[src/rtl/vga_pkg.sv]
// Shared character-code constants for the video text path, plus the typewriter FSM state type.
package vga_pkg;

  localparam logic [6:0] SPACE = 7'h20;
  localparam logic [6:0] C_A = 7'h41, C_B = 7'h42, C_C = 7'h43, C_D = 7'h44, C_E = 7'h45,
                         C_F = 7'h46, C_G = 7'h47, C_H = 7'h48, C_I = 7'h49, C_J = 7'h4A,
                         C_K = 7'h4B, C_L = 7'h4C, C_M = 7'h4D, C_N = 7'h4E, C_O = 7'h4F,
                         C_P = 7'h50, C_Q = 7'h51, C_R = 7'h52, C_S = 7'h53, C_T = 7'h54,
                         C_U = 7'h55, C_V = 7'h56, C_W = 7'h57, C_X = 7'h58, C_Y = 7'h59,
                         C_Z = 7'h5A;
  localparam logic [6:0] C_1    = 7'h31;
  localparam logic [6:0] NKL    = 7'h01;
  localparam logic [6:0] NKR    = 7'h02;
  localparam logic [6:0] CURSOR = 7'h7F;

  typedef enum logic [1:0] {IDLE, REVEAL, DONE} game_txt_state_t;

endpackage

[src/rtl/game_text_rom.sv]
// Combinational page text ROM: (page, {row, col}) -> character code, SPACE where nothing is placed.
// Row and column address widths up to 8 bits each are supported.
module game_text_rom
  import vga_pkg::*;
#(
  parameter int COL_W     = 4,
  parameter int ROW_W     = 4,
  parameter int NUM_PAGES = 4,
  localparam int PAGE_W   = $clog2(NUM_PAGES)
) (
  input  logic [PAGE_W-1:0]      page,
  input  logic [ROW_W+COL_W-1:0] char_xy,
  output logic [6:0]             code
);

  // Key layout {page, row, col}, one byte each, so the table reads as coordinates.
  logic [23:0] key;
  assign key = {8'(page), 8'(char_xy[ROW_W+COL_W-1:COL_W]), 8'(char_xy[COL_W-1:0])};

  always_comb begin
    // NOTE: default first, so every path assigns code and no latch is inferred.
    code = SPACE;
    case (key)
      24'h00_07_06: code = C_S;
      24'h00_07_07: code = C_T;
      24'h00_07_08: code = C_A;
      24'h00_07_09: code = C_R;
      24'h00_07_0A: code = C_T;
      24'h00_0F_0F: code = NKR;
      24'h01_00_00: code = C_P;
      24'h01_00_01: code = C_L;
      24'h01_00_02: code = C_A;
      24'h01_00_03: code = C_Y;
      24'h01_00_04: code = C_E;
      24'h01_00_05: code = C_R;
      24'h01_00_07: code = C_1;
      24'h01_0F_0E: code = NKL;
      24'h01_0F_0F: code = NKR;
      24'h02_07_03: code = C_G;
      24'h02_07_04: code = C_A;
      24'h02_07_05: code = C_M;
      24'h02_07_06: code = C_E;
      24'h02_07_08: code = C_O;
      24'h02_07_09: code = C_V;
      24'h02_07_0A: code = C_E;
      24'h02_07_0B: code = C_R;
      24'h02_0F_0F: code = NKR;
      24'h03_08_05: code = C_P;
      24'h03_08_06: code = C_A;
      24'h03_08_07: code = C_U;
      24'h03_08_08: code = C_S;
      24'h03_08_09: code = C_E;
      24'h03_0F_0F: code = NKR;
      default:      code = SPACE;
    endcase
  end

endmodule

[src/rtl/game_text_typer.sv]
// Multi-page text source with typewriter reveal paced by frame ticks.
// Optional blinking cursor at the reveal position: define GAME_TXT_CURSOR_EN.
module game_text_typer
  import vga_pkg::*;
#(
  parameter int COL_W      = 4,
  parameter int ROW_W      = 4,
  parameter int NUM_PAGES  = 4,
  parameter int REVEAL_DIV = 2,
  localparam int PAGE_W    = $clog2(NUM_PAGES)
) (
  input  logic                   clk,
  input  logic                   rst,
  input  logic [PAGE_W-1:0]      page_sel,
  input  logic                   page_load,
  input  logic                   frame_tick,
  input  logic                   skip,
  input  logic [ROW_W+COL_W-1:0] char_xy,
  output logic [6:0]             char_code,
  output logic                   busy,
  output logic                   reveal_done
);

  localparam int XY_W  = ROW_W + COL_W;
  localparam int DIV_W = (REVEAL_DIV > 1) ? $clog2(REVEAL_DIV) : 1;
  localparam logic [XY_W:0]    CELLS   = (XY_W+1)'(2 ** XY_W);
  localparam logic [DIV_W-1:0] DIV_TOP = DIV_W'(REVEAL_DIV - 1);

  game_txt_state_t   state;
  logic [PAGE_W-1:0] page;
  logic [XY_W:0]     reveal_idx;
  logic [XY_W:0]     next_idx;
  logic [DIV_W-1:0]  div_cnt;
  logic [6:0]        rom_code;
  logic              cursor_here;

  assign next_idx = reveal_idx + (XY_W+1)'(1);

  game_text_rom #(
    .COL_W     (COL_W),
    .ROW_W     (ROW_W),
    .NUM_PAGES (NUM_PAGES)
  ) u_rom (
    .page    (page),
    .char_xy (char_xy),
    .code    (rom_code)
  );

  always_ff @(posedge clk) begin
    if (rst) begin
      state       <= IDLE;
      page        <= '0;
      reveal_idx  <= '0;
      div_cnt     <= '0;
      busy        <= 1'b0;
      reveal_done <= 1'b0;
    end else if (page_load) begin
      state       <= REVEAL;
      page        <= page_sel;
      reveal_idx  <= '0;
      div_cnt     <= '0;
      busy        <= 1'b1;
      reveal_done <= 1'b0;
    end else if (state == REVEAL) begin
      if (skip) begin
        state       <= DONE;
        reveal_idx  <= CELLS;
        busy        <= 1'b0;
        reveal_done <= 1'b1;
      end else if (frame_tick) begin
        if (div_cnt == DIV_TOP) begin
          div_cnt    <= '0;
          reveal_idx <= next_idx;
          if (next_idx == CELLS) begin
            state       <= DONE;
            busy        <= 1'b0;
            reveal_done <= 1'b1;
          end
        end else begin
          div_cnt <= div_cnt + DIV_W'(1);
        end
      end
    end
  end

`ifdef GAME_TXT_CURSOR_EN
  logic [3:0] blink_cnt;
  logic       blink;

  // Blink phase runs off every frame tick and restarts with each page.
  always_ff @(posedge clk) begin
    if (rst || page_load) begin
      blink_cnt <= '0;
      blink     <= 1'b0;
    end else if (frame_tick) begin
      blink_cnt <= blink_cnt + 4'd1;
      if (blink_cnt == 4'hF) blink <= ~blink;
    end
  end

  assign cursor_here = blink && ({1'b0, char_xy} == reveal_idx);
`else
  assign cursor_here = 1'b0;
`endif

  always_ff @(posedge clk) begin
    if (rst) begin
      char_code <= SPACE;
    end else begin
      case (state)
        REVEAL: begin
          if ({1'b0, char_xy} < reveal_idx) char_code <= rom_code;
          else if (cursor_here)             char_code <= CURSOR;
          else                              char_code <= SPACE;
        end
        DONE:    char_code <= rom_code;
        default: char_code <= SPACE;
      endcase
    end
  end

endmodule

[config.mk]
export PLATFORM = sky130hd
export DESIGN_NAME = game_text_typer
export DESIGN_NICKNAME = d
export VERILOG_FILES = /design/src/rtl/vga_pkg.sv /design/src/rtl/game_text_rom.sv /design/src/rtl/game_text_typer.sv
export SDC_FILE = /design/constraint.sdc
export NUM_CORES = 1
export LEC_CHECK = 0
export ABC_AREA = 1
export BUFFER_PORTS_ARGS = -buffer_cell sky130_fd_sc_hd__buf_2
export CAP_MARGIN = 30
export CORE_MARGIN = 2
export CORE_UTILIZATION = 45
export CTS_CLUSTER_DIAMETER = 80
export DETAILED_ROUTE_END_ITERATION = 8
export PLACE_DENSITY = 0.64
export SYNTH_ARGS = -nofsm -noshare
export SYNTH_HDL_FRONTEND = slang
export SYNTH_SLANG_ARGS = --single-unit
[constraint.sdc]
create_clock -name clk -period 4.42 [get_ports clk]
set_clock_uncertainty 0.2 [all_clocks]
set_input_delay 0.442 -clock clk [delete_from_list [all_inputs] [get_ports clk]]
set_output_delay 0.442 -clock clk [all_outputs]
set_load 0.02 [all_outputs]
==> results.yml, run 1 <==
outcome:
  status: "completed"
detailed_routing:
  routedWlPerCell_um: 11.5
  routed_via_density: 5.02
  drc: 0
  drtPass1Iterations: 4
  routed_wl_um: 4150
  first_iter_violations: 109
  ant_nets: 0
  vias: 1817
synthesis:
  synth_fp_nets: 312
  async_flop_share_pct: 0
  yosysUniqueCellTypes: 23
  ys_seq_elements: 21
  synth.yosys.warnings: 0
  syn_inst: 287
  synth-seq-area-share_pct: 24.9
  synth_edf_count: 0
  syn_area_um2: 1690
  syn_avg_cell_area_um2: 5.89
  synth_flop_cell: "dfxtp_1"
worst_setup_path:
  cp_slowest_cell: "dfxtp_1"
  cpPeakStageDelay_ps: 410
  worst_setup_path_start_kind: "flip-flop"
  worst-endpoint-arrival_ps: 2000
  path_class: "reg2reg"
  rr_worst_depth: 9
  crit_path_end_kind: "flip-flop"
  critical_path.max_fanout: 6
  crit_top_cell: "o21ai_0"
  crit_path_cell_trace: "inv_1 -> ha_1 -> a21oi_1 -> o21ai_0 -> nand2_1 -> nand3_1 -> o21ai_0 -> nand3_2 -> nor2_1"
  cp.required_ps: 4420
floorplan:
  dieArea_um2: 4260
  die_h_um: 65.3
  die_x_um: 65.3
  boundaryPins: 24
  start_util_pct: 46.5
  rows: 22
  core_area_um2: 3630
flow_run:
  cap_violations: 0
placed_design:
  portBuffers: 23
  hpwl_um: 3500
  globalplace.congestion: 0.908
global_routing:
  track_usage_pct: 20.6
  grt_pass1_wl_um: 6930
  grt_start_max_net_pins: 13
  antenna_found_initial: 0
  grt_overflow_total: 0
  grt_pass1_vias: 1629
timing:
  hold_viol: 0
  worstMarginPinSlew_ps: 511
  rsz0062_at_grt: "no"
  fin_setup_tns_ps: 0
  fin_crit_ps: 2000
  fmax_ghz: 0.500
  slew_headroom_pct: 65.8
  setup_viol: 0
  slew_violations: 0
  period_share_pct: 45.3
clock_network:
  clkTransAtPathRegs_ps: 70
  root_buffer: "clkbuf_8"
  numCtsBuffers: 3
  cts_max_path_buffers: 2
  ctsResizeCount: 0
  cts_hold_buf: 0
  insertion_delay_ps: 250
  htree_levels: 1
  cts_setup_buffers: 0
  cts_sinks: 21
  cts_tree: "built"
cells_and_area:
  fillCellCount: 397
  syn_to_final_growth_pct: 13.1
  nets: 340
  final_cell_mix: "80 x nand2_1, 40 x inv_1, 40 x nor2_1, 32 x nand3_1, 23 x buf_2"
  multi_input_area_um2: 1100
  seqCellArea_um2: 420
  final_layout_size_suffix_gt1_share_pct: 14.6
  layout_commonest_cell: "nand2_1"
  n_antenna_cell: 0
  post-route-util_pct: 52.6
power:
  power.density_nw_per_um2: 200
  peakVddDrop_mv: 0.164
  power.leakage_nw: 0.935
worst_hold_path:
  worst_hold_path.num_cells: 2
  min_path_type: "in2reg"
-- kinds of logic after synthesis --
logic type	Yosys count	synth area share, %
AO/OA/AOI/OAI	32	10.3
adder cells (fa/ha/maj)	10	7.41
buffers and inverters	45	10.0
flip-flops	21	24.9
AND/OR/NAND/NOR	179	47.4
-- flip-flops by register name (all words and copies together) (netlist names) --
register and cells:
busy 1, char_code 7, div_cnt 1, page 2, reveal_done 1, reveal_idx 9
-- layout make-up --
cell class                      instances  area share [%]
Tap cell                               48            3.14
Inverter                               45            8.84
Clock inverter                          1           0.262
Timing Repair Buffer                   23            6.02
Multi-Input combinational cell        221            57.6
Sequential cell                        21            22.0
Clock buffer                            3            2.16
-- layer usage --
| metal | vias to the layer above | GRT usage [%] | routed length [um] |
|---|---|---|---|
| met5 | - | 0 | 0 |
| met4 | 0 | 4.95 | 38 |
| li1 | 980 | - | - |
| met2 | 44 | 39.2 | 2080 |
| met1 | 787 | 23.9 | 1890 |
| met3 | 6 | 3.08 | 145 |
-- cell usage after synthesis, types with 2 or more instances --
cell      instances  share of area, %
nand4_1           7               2.6
nor3b_1           2              0.89
dfxtp_1          21                25
nand2_2           2              0.74
nand3_1          32               9.5
inv_1            40               8.9
nor2_1           40               8.9
nor3_1            2              0.59
o211ai_1          2              0.89
nand2_1          80                18
ha_1             10               7.4
nor2_2            6               2.2
nand3_2           4               2.4
o21ai_0           8               2.4
inv_2             5               1.1
a21oi_1          19               5.6
-- metrics by stage --
step / power [W] / instances / area, um2 / hold WS [ps] / setup slack (ps)
3_3_place_gp: 0.000263 / 358 / 1860 / 278 / 2310
2_1_floorplan: 0.000241 / 287 / 1690 / 259 / 2610
3_5_place_dp: 0.000263 / 358 / 1860 / 278 / 2270
5_1_grt: 0.000406 / 362 / 1910 / 199 / 2240
6_report: 0.000382 / 362 / 1910 / 201 / 2420
4_1_cts: 0.000386 / 362 / 1910 / 192 / 2380
-- power by group --
group	leakage, nW	internal [W]	switching, W
clock	0.0255	0.0000627	0.0000603
combinational	0.740	0.0000204	0.0000433
sequential	0.170	0.000192	0.00000296
total	0.935	0.000275	0.000107
-- path summary, 6_finish.rpt --
kind	end	start	slack, ps
max	char_code[1]	reveal_idx[2]	2420
min	busy	rst	200
max reg2reg	char_code[1]	reveal_idx[2]	2420
min reg2reg	div_cnt	div_cnt	290
-- worst max-delay path, delay by kind of cell (launching register included) --
kind                       cells  cell delay, ps
and+or+nand+nor                4             450
DFF                            1             410
adders and majority gates      1             300
AOI/OAI and AO/OA              3             500
buffers and inverters          1             100
(Power assumes the default switching activity.)
==> inputs of run 2 (changes only) <==
Clock period 4.42 ns to 1.95 ns, I/O delays scaled along.
==> results.yml, run 2 (synthesis gave the netlist of run 1 again) <==
outcome:
  status: "completed"
cells_and_area:
  n_antenna_cell: 0
  layout_commonest_cell: "nand2_1"
  top_register: "reveal_idx"
  largest_reg_flops: 9
  top_regs: "reveal_idx x9, char_code x7, page x2"
  fillCellCount: 398
  syn_to_final_growth_pct: 18.7
  seqCellArea_um2: 423
  multi_input_area_um2: 1110
  final_layout_size_suffix_gt1_share_pct: 18.5
  final_cell_mix: "80 x nand2_1, 40 x inv_1, 40 x nor2_1, 32 x nand3_1, 23 x buf_2"
  nets: 350
clock_network:
  insertion_delay_ps: 260
  cts_sinks: 21
  root_buffer: "clkbuf_8"
  cts_setup_buffers: 0
  htree_levels: 1
  cts_tree: "built"
  clkTransAtPathRegs_ps: 80
  cts_max_path_buffers: 2
  numCtsBuffers: 3
worst_setup_path:
  cp.required_ps: 1900
  cpPeakStageDelay_ps: 360
  path_class: "reg2reg"
  crit_path_cell_trace: "ha_2 -> nand2_1 -> nor2_4 -> nand2_1 -> nand2_1 -> nand3_1 -> nor2_1 -> nand3_1 -> nand2_1 -> nand2_1 -> nand2_1 -> a21oi_1"
  crit_top_cell: "nand2_1"
  cp_slowest_cell: "dfxtp_2"
  crit_path_end_kind: "flip-flop"
  critical_path.max_fanout: 4
  worst-endpoint-arrival_ps: 1740
  worst_setup_path_start_kind: "flip-flop"
timing:
  setup_viol: 0
  rsz0062_at_grt: "no"
  period_share_pct: 91.9
  fin_crit_ps: 1790
  fin_setup_tns_ps: 0
  slew_violations: 0
  slew_headroom_pct: 80.3
  fmax_ghz: 0.558
  fin_ws_ps: 158
  hold_viol: 0
  worstMarginPinSlew_ps: 295
detailed_routing:
  routed_wl_um: 4270
  vias: 1878
  routed_via_density: 5.05
  drtPass1Iterations: 6
  drc: 0
  ant_nets: 0
  routedWlPerCell_um: 11.5
  first_iter_violations: 89
power:
  power.density_nw_per_um2: 439
  power.leakage_nw: 0.988
  peakVddDrop_mv: 0.270
floorplan:
  boundaryPins: 24
  rows: 22
  die_x_um: 65.3
  core_area_um2: 3630
  die_h_um: 65.3
  dieArea_um2: 4260
  start_util_pct: 46.5
global_routing:
  grt_pass1_vias: 1807
  grt_start_max_net_pins: 13
  antenna_found_initial: 0
  grt_overflow_total: 0
  track_usage_pct: 22.1
  grt_pass1_wl_um: 7470
placed_design:
  globalplace.congestion: 0.939
  hpwl_um: 3540
  pre_cts_ws_ps: 70.7
  portBuffers: 23
worst_hold_path:
  min_path_type: "in2reg"
flow_run:
  cap_violations: 0
==> run 2: power breakdown <==
group,internal [W],switching (W),leakage [nW]
clock network,0.000142,0.000145,0.0255
registers,0.000436,0.00000727,0.171
logic,0.0000500,0.0000994,0.792
total,0.000628,0.000252,0.988
==> run 2: repair_timing <==
action	in CTS	in global routing
hold endpoints to repair	1	0
gates resized for setup	0	7
setup endpoints to repair	0	8
hold buffers	1	0
==> run 2: worst paths after layout <==
path	cells past startpoint	slack [ps]	from	end
max	12	160	reveal_idx[1]	busy
min	3	30	page_sel[0]	page[0]
max reg2reg	12	160	reveal_idx[1]	busy
min reg2reg	2	280	div_cnt	div_cnt
==> run 2: layout make-up <==
class | instances | share of cell area (%)
sequential | 21 | 21.1
inverter | 45 | 8.42
tap | 48 | 2.99
clock buffer | 3 | 2.06
multi-input combinational | 221 | 55.6
clock inverter | 1 | 0.250
timing repair buffer | 33 | 9.61
==> run 2: metal layers <==
layer / vias to the layer above / GRT usage [%] / part of all wire (%)
li1: 1001 / - / -
met1: 822 / 24.9 / 44
met2: 43 / 40.7 / 50
met3: 12 / 3.08 / 3.3
met4: 0 / 10.2 / 3.2
met5: - / 0 / 0
==> run 2: critical path, delay by kind of cell (launching register included) <==
family	cells	cell delay (ps)
AND/OR/NAND/NOR	10	850
AO/OA/AOI/OAI	1	60
adder cells (fa/ha/maj)	1	190
flip-flops	1	360
==> run 2: per-stage QoR <==
stage	instances	utilization (%)	instance area [um2]	power, W	hold WS, ps
final	372	55.2	2010	0.000880	25.4
after global routing	372	55.2	2010	0.000932	56.8
after CTS	372	54.7	1990	0.000890	13.1
after detailed placement	367	53.2	1930	0.000599	213
after global placement	367	53.2	1930	0.000599	212
after floorplan	287	-	1690	0.000546	64.1
